File: src/rtl/program_counter_if.sv
// Bus bundle for program_counter: decoded control inputs, branch target and
// fetch/status outputs. Clock and reset stay outside as plain ports.
interface program_counter_if #(
    parameter int unsigned D  = 12,
    parameter int unsigned CW = 16
);
    logic          start;
    logic          stall;
    logic          halt;
    logic          branch_en;
    logic          branch_abs;
    logic          cond_flag;
    logic [D-1:0]  target;
    logic          call_en;
    logic          ret_en;
    logic [D-1:0]  prog_ctr;
    logic          running;
    logic          done;
    logic [CW-1:0] cycle_count;

    modport master (
        output start, stall, halt, branch_en, branch_abs, cond_flag, target,
               call_en, ret_en,
        input  prog_ctr, running, done, cycle_count
    );

    modport slave (
        input  start, stall, halt, branch_en, branch_abs, cond_flag, target,
               call_en, ret_en,
        output prog_ctr, running, done, cycle_count
    );
endinterface

File: src/rtl/program_counter.sv
// Fetch-address register with IDLE/RUN/HALTED sequencing, absolute/relative
// branches and a saturating RUN-cycle counter. Optional link register: PC_LINK_EN.
module program_counter #(
    parameter int unsigned D  = 12,
    parameter int unsigned CW = 16
) (
    input logic              Clk,
    input logic              Reset,
    program_counter_if.slave bus
);

    typedef enum logic [1:0] {IDLE, RUN, HALTED} state_e;

    state_e        state_q;
    logic [D-1:0]  prog_ctr_q;
    logic [D-1:0]  prog_ctr_d;
    logic [D-1:0]  pc_inc;
    logic [CW-1:0] cycle_q;
    logic [CW-1:0] cycle_d;
    logic          running_q;
    logic          done_q;
    logic          taken;

`ifdef PC_LINK_EN
    logic [D-1:0]  link_q;
    logic          link_we;
`else
    logic          unused_link_ports;
    assign unused_link_ports = bus.call_en ^ bus.ret_en;
`endif

    always_comb begin
        pc_inc  = prog_ctr_q + D'(1);
        taken   = bus.branch_en & bus.cond_flag;
        cycle_d = (cycle_q == '1) ? cycle_q : cycle_q + CW'(1);

        // Unsigned D-bit add of a two's-complement offset wraps modulo 2^D
        prog_ctr_d = pc_inc;
        if (bus.halt || bus.stall)
            prog_ctr_d = prog_ctr_q;
`ifdef PC_LINK_EN
        else if (bus.ret_en)
            prog_ctr_d = link_q;
`endif
        else if (taken)
            prog_ctr_d = bus.branch_abs ? bus.target : prog_ctr_q + bus.target;

`ifdef PC_LINK_EN
        // call with ret: the jump uses the old link, the link takes pc+1
        link_we = !bus.halt && !bus.stall && bus.call_en && (taken || bus.ret_en);
`endif
    end

    always_ff @(posedge Clk or posedge Reset) begin
        if (Reset) begin
            state_q    <= IDLE;
            prog_ctr_q <= '0;
            cycle_q    <= '0;
            running_q  <= 1'b0;
            done_q     <= 1'b0;
`ifdef PC_LINK_EN
            link_q     <= '0;
`endif
        end else begin
            case (state_q)
                IDLE, HALTED: begin
                    if (bus.start) begin
                        state_q    <= RUN;
                        prog_ctr_q <= '0;
                        cycle_q    <= '0;
                        running_q  <= 1'b1;
                        done_q     <= 1'b0;
                    end
                end
                RUN: begin
                    cycle_q    <= cycle_d;
                    prog_ctr_q <= prog_ctr_d;
                    if (bus.halt) begin
                        state_q   <= HALTED;
                        running_q <= 1'b0;
                        done_q    <= 1'b1;
                    end
`ifdef PC_LINK_EN
                    if (link_we)
                        link_q <= pc_inc;
`endif
                end
                default: begin
                    state_q   <= IDLE;
                    running_q <= 1'b0;
                    done_q    <= 1'b0;
                end
            endcase
        end
    end

    assign bus.prog_ctr    = prog_ctr_q;
    assign bus.running     = running_q;
    assign bus.done        = done_q;
    assign bus.cycle_count = cycle_q;

endmodule
File: src/flat_wrapper.sv
// flat-port wrapper written by rule: the top's interface ports become plain ports
module program_counter_flat 
#(
    parameter int unsigned D  = 12,
    parameter int unsigned CW = 16
)
  (Clk, Reset, bus_start, bus_stall, bus_halt, bus_branch_en, bus_branch_abs, bus_cond_flag, bus_target, bus_call_en, bus_ret_en, bus_prog_ctr, bus_running, bus_done, bus_cycle_count);
  program_counter_if #(.D(D), .CW(CW)) bus_i ();
  input logic Clk;
  input logic Reset;
  input wire logic [$bits(bus_i.start)-1:0] bus_start;
  input wire logic [$bits(bus_i.stall)-1:0] bus_stall;
  input wire logic [$bits(bus_i.halt)-1:0] bus_halt;
  input wire logic [$bits(bus_i.branch_en)-1:0] bus_branch_en;
  input wire logic [$bits(bus_i.branch_abs)-1:0] bus_branch_abs;
  input wire logic [$bits(bus_i.cond_flag)-1:0] bus_cond_flag;
  input wire logic [$bits(bus_i.target)-1:0] bus_target;
  input wire logic [$bits(bus_i.call_en)-1:0] bus_call_en;
  input wire logic [$bits(bus_i.ret_en)-1:0] bus_ret_en;
  output wire logic [$bits(bus_i.prog_ctr)-1:0] bus_prog_ctr;
  output wire logic [$bits(bus_i.running)-1:0] bus_running;
  output wire logic [$bits(bus_i.done)-1:0] bus_done;
  output wire logic [$bits(bus_i.cycle_count)-1:0] bus_cycle_count;
  assign bus_i.start = bus_start;
  assign bus_i.stall = bus_stall;
  assign bus_i.halt = bus_halt;
  assign bus_i.branch_en = bus_branch_en;
  assign bus_i.branch_abs = bus_branch_abs;
  assign bus_i.cond_flag = bus_cond_flag;
  assign bus_i.target = bus_target;
  assign bus_i.call_en = bus_call_en;
  assign bus_i.ret_en = bus_ret_en;
  assign bus_prog_ctr = bus_i.prog_ctr;
  assign bus_running = bus_i.running;
  assign bus_done = bus_i.done;
  assign bus_cycle_count = bus_i.cycle_count;
  program_counter #(.D(D), .CW(CW)) u_core (.Clk(Clk), .Reset(Reset), .bus(bus_i));
endmodule
File: config.mk
export PLATFORM = sky130hd
export DESIGN_NAME = program_counter_flat
export DESIGN_NICKNAME = d
export VERILOG_FILES = /design/src/rtl/program_counter_if.sv /design/src/rtl/program_counter.sv /design/src/flat_wrapper.sv
export SDC_FILE = /design/constraint.sdc
export NUM_CORES = 1
export LEC_CHECK = 0
export CELL_PAD_IN_SITES_DETAIL_PLACEMENT = 0
export CELL_PAD_IN_SITES_GLOBAL_PLACEMENT = 1
export CORE_MARGIN = 2
export CORE_UTILIZATION = 38
export CTS_BUF_LIST = sky130_fd_sc_hd__clkbuf_4 sky130_fd_sc_hd__clkbuf_8 sky130_fd_sc_hd__clkbuf_16
export CTS_CLUSTER_SIZE = 12
export DETAILED_ROUTE_END_ITERATION = 12
export HOLD_SLACK_MARGIN = 0.12
export PLACE_DENSITY = 0.86
export RECOVER_POWER = 50
export SKIP_CTS_REPAIR_TIMING = 1
export SYNTH_ARGS = -nofsm -noshare
export SYNTH_HDL_FRONTEND = slang
export SYNTH_SLANG_ARGS = --single-unit
export TNS_END_PERCENT = 30
File: constraint.sdc
create_clock -name Clk -period 3.1 [get_ports Clk]
set_input_delay 0.31 -clock Clk [delete_from_list [all_inputs] [get_ports Clk]]
set_output_delay 0.31 -clock Clk [all_outputs]
set_load 0.005 [all_outputs]
==> impl_metrics.csv <==
group,metric,value,unit
outcome,status,"complete, but fails checks",
outcome,violations,"capacitance limit, slew limit",
clocking,clk_latency,0.27,ns
worst_hold_path,min_to,"u_core.bus.running",
route,routed_wl,6600,um
synth,synthTopCellsByArea,"dfrtp_1 (32%), ha_1 (6.6%), o21ai_0 (4.9%), nor2_1 (4.6%), xor2_1 (3.9%)",
placed_design,place.gp.congestion,0.838,
route,antenna_left,0,
floorplanning,die_w,84.2,um
synth,synth_enable_flop_cells,0,
final_layout,fillers,629,
route,viasPerCell,5.83,
final_layout,finalInstanceArea,3080,um2
route,drtPass1Iterations,4,
sta,slew-limit-headroom,-0.152,
global_route,antenna_found_initial,0,
final_layout,final_core_util,0.491,
clocking,clockBufferDepth,2,
synth,ys_seq_elements,31,
placed_design,post_dp_cell_area,3010,um2
clocking,cts_max_level,2,
sta,setup_viol,0,
critical_path,cp.arrival,2.77,ns
critical_path,cp_max_fo,7,
critical_path,cp-start-kind,"flip-flop",
final_layout,drive_gt1_frac,0.0601,
power_and_ir_drop,ir_drop,258,uV
global_route,grt_max_degree,32,
route,vias,2392,
power_and_ir_drop,power_frac_seq,0.424,
synth,ys.flop_type,"dfrtp_1",
clocking,clkTransAtPathRegs,0.06,ns
placed_design,dp_hpwl,4890,um
sta,min_period,2.61,ns
sta,setup_tns,0,ns
synth,yosysTopAreaCell,"dfrtp_1",
synth,ys_warn_count,0,
global_route,grt_first_pass_wirelength,11300,um
floorplanning,placementRows,29,
sta,finalClockSkew,0.00556,ns
critical_path,r2r_setup_slack,0.49,ns
final_layout,num_antenna_cells,0,
synth,syn_inst,287,
synth,synth_top_area_frac,0.317,
final_layout,final_cell_mix,"clkdlybuf4s50_1 (35), dfrtp_1 (31), nor2_1 (30)",
floorplanning,core,6280,um2
sta,timing.final.crit_share,0.843,
power_and_ir_drop,switching_share,0.335,
power_and_ir_drop,switching_power,0.405,mW
final_layout,final_common_cell,"clkdlybuf4s50_1",
critical_path,r2r_start,"u_core.bus.prog_ctr[0]",
sta,worst_slew_pin_slew,1.73,ns
critical_path,reg2regPathDepth,8,
power_and_ir_drop,internal_power,0.802,mW
clocking,numCtsBuffers,5,
placed_design,io_buffers,49,
global_route,grt_usage,0.196,
floorplanning,die_area,7090,um2
power_and_ir_drop,pwr-share-comb,0.330,
synth,avgSynthCellArea,8.52,um2
route,first_iter_violations,70,
critical_path,worstReg2RegEnd,"u_core.bus.prog_ctr[8]",
floorplanning,start_util,0.390,
worst_hold_path,hold_class,"reg -> reg",
global_route,first_global_vias,2272,
global_route,grt_overflow,0,
critical_path,path_class,"reg -> reg",
critical_path,cp.required,3.26,ns
final_layout,area_growth,25.9,%
job,max_cap_violations,1,
route,wire_per_inst,16.1,um
sta,rsz0062_at_grt,"no",
final_layout,layout.nets,370,
floorplanning,io_pins,52,
critical_path,cp-end-kind,"flip-flop",
synth,seq_area_frac_synth,0.317,
clocking,clock_sinks,31,
floorplanning,die_y,84.2,um
route,drcViolationCount,0,
sta,drv_slew,32,
sta,fmax,383,MHz
clocking,cts_tree,"built",
power_and_ir_drop,p_leak,1.31,nW
worst_hold_path,hp-start,"u_core.bus.running",
power_and_ir_drop,clock_power_share,0.246,
sta,hold_violations,0,
synth,synth_fp_nets,323,
power_and_ir_drop,pwr_density_cell,392,nW/um2
worst_hold_path,hold-path-cell-count,2,
synth,async_flop_share,1.00,
synth,synth_cell_types,60,
synth,syn_area,2450,um2
clocking,root_buffer,"clkbuf_8",
-- synth_stat cells (2+ instances only) --
| library cell | number |
|---|---|
| a31oi_1 | 4 |
| xor2_1 | 11 |
| or3_1 | 2 |
| nand4_1 | 7 |
| and3_1 | 4 |
| dfrtp_1 | 31 |
| a41oi_1 | 6 |
| a21o_1 | 9 |
| inv_1 | 3 |
| a22o_1 | 2 |
| xnor2_1 | 6 |
| nor2_1 | 30 |
| o211ai_1 | 2 |
| a21oi_1 | 17 |
| a31o_2 | 3 |
| nor3_1 | 4 |
| nand3_1 | 14 |
| ha_1 | 13 |
| a311oi_1 | 2 |
| buf_2 | 2 |
| a211oi_1 | 2 |
| and4_4 | 2 |
| nor3b_1 | 2 |
| nor2b_1 | 4 |
| and4_1 | 3 |
| a32o_1 | 4 |
| clkbuf_1 | 10 |
| mux2i_1 | 2 |
| and2_1 | 2 |
| nand2_1 | 24 |
| o21ai_0 | 24 |
| nand2b_1 | 4 |
| o31a_1 | 2 |
| o31ai_1 | 4 |
-- kinds of logic (layout without fill, tap and decap cells) --
family,Yosys count,count (layout),share of synthesized area
buf+inv,17,63,0.0307
xor+xnor,17,17,0.0609
simple gates,111,111,0.239
mux,2,2,0.00818
compound gates,95,95,0.269
fa+ha+maj,14,14,0.0747
flops,31,31,0.317
-- stage by stage --
stage	worst slack, ns	hold slack (ns)	power, mW	instances
3_3_place_gp	0.285	0.484	0.919	404
5_1_grt	0.341	0.549	1.30	410
4_1_cts	0.514	0.430	1.23	410
6_report	0.488	0.497	1.21	410
3_5_place_dp	0.284	0.494	0.926	404
2_1_floorplan	0.728	0.414	0.745	287
-- worst max path at each step --
stage	endpoint	slack, ns	from	depth (start not counted)
2_1_floorplan	u_core.bus.prog_ctr[8]	0.73	u_core.bus.prog_ctr[0]	8
6_report	u_core.bus.prog_ctr[8]	0.49	u_core.bus.prog_ctr[0]	8
4_1_cts	u_core.bus.prog_ctr[8]	0.51	u_core.bus.prog_ctr[0]	8
3_3_place_gp	u_core.bus.prog_ctr[8]	0.28	bus_target[0]	9
5_1_grt	u_core.bus.prog_ctr[10]	0.34	u_core.bus.prog_ctr[0]	8
3_5_place_dp	u_core.bus.prog_ctr[8]	0.28	bus_target[0]	9
-- power by group through the flow --
stage               clock, mW  combinational [mW]  sequential (mW)
finish                  0.297               0.399            0.512
floorplan                   0               0.236            0.508
global placement            0               0.402            0.517
detailed placement          0               0.405            0.521
global route            0.332               0.448            0.521
CTS                     0.305               0.407            0.514
-- worst max-delay path, stage by stage (launching register included) --
cell	delay [ns]
dfrtp_1	0.46
ha_1	0.26
fa_1	0.40
a21o_1	0.22
a311o_1	0.40
a31oi_1	0.25
xor2_1	0.17
nand2_1	0.08
a32o_1	0.25
-- layer usage --
metal,vias up,wire [um],part of all wire,global-route usage
met3,2,300,0.045,0.0383
met4,0,36,0.0055,0.0484
li1,1185,-,-,-
met5,-,0,0,0
met2,57,2940,0.45,0.290
met1,1148,3320,0.50,0.295
-- registers in the layout, summed over array words and instances (netlist names) --
register                cells
u_core.state_q              2
u_core.bus.cycle_count     16
u_core.bus.prog_ctr        12
u_core.bus.running          1
-- area by class of cell --
class | instances | area [um2] | share of cell area
multi-input combinational | 239 | 1600 | 0.518
sequential | 31 | 776 | 0.252
timing repair buffer | 54 | 524 | 0.170
tap | 77 | 96.3 | 0.0313
clock buffer | 6 | 76.3 | 0.0248
inverter | 3 | 11.3 | 0.00366
(Power assumes the default switching activity.)
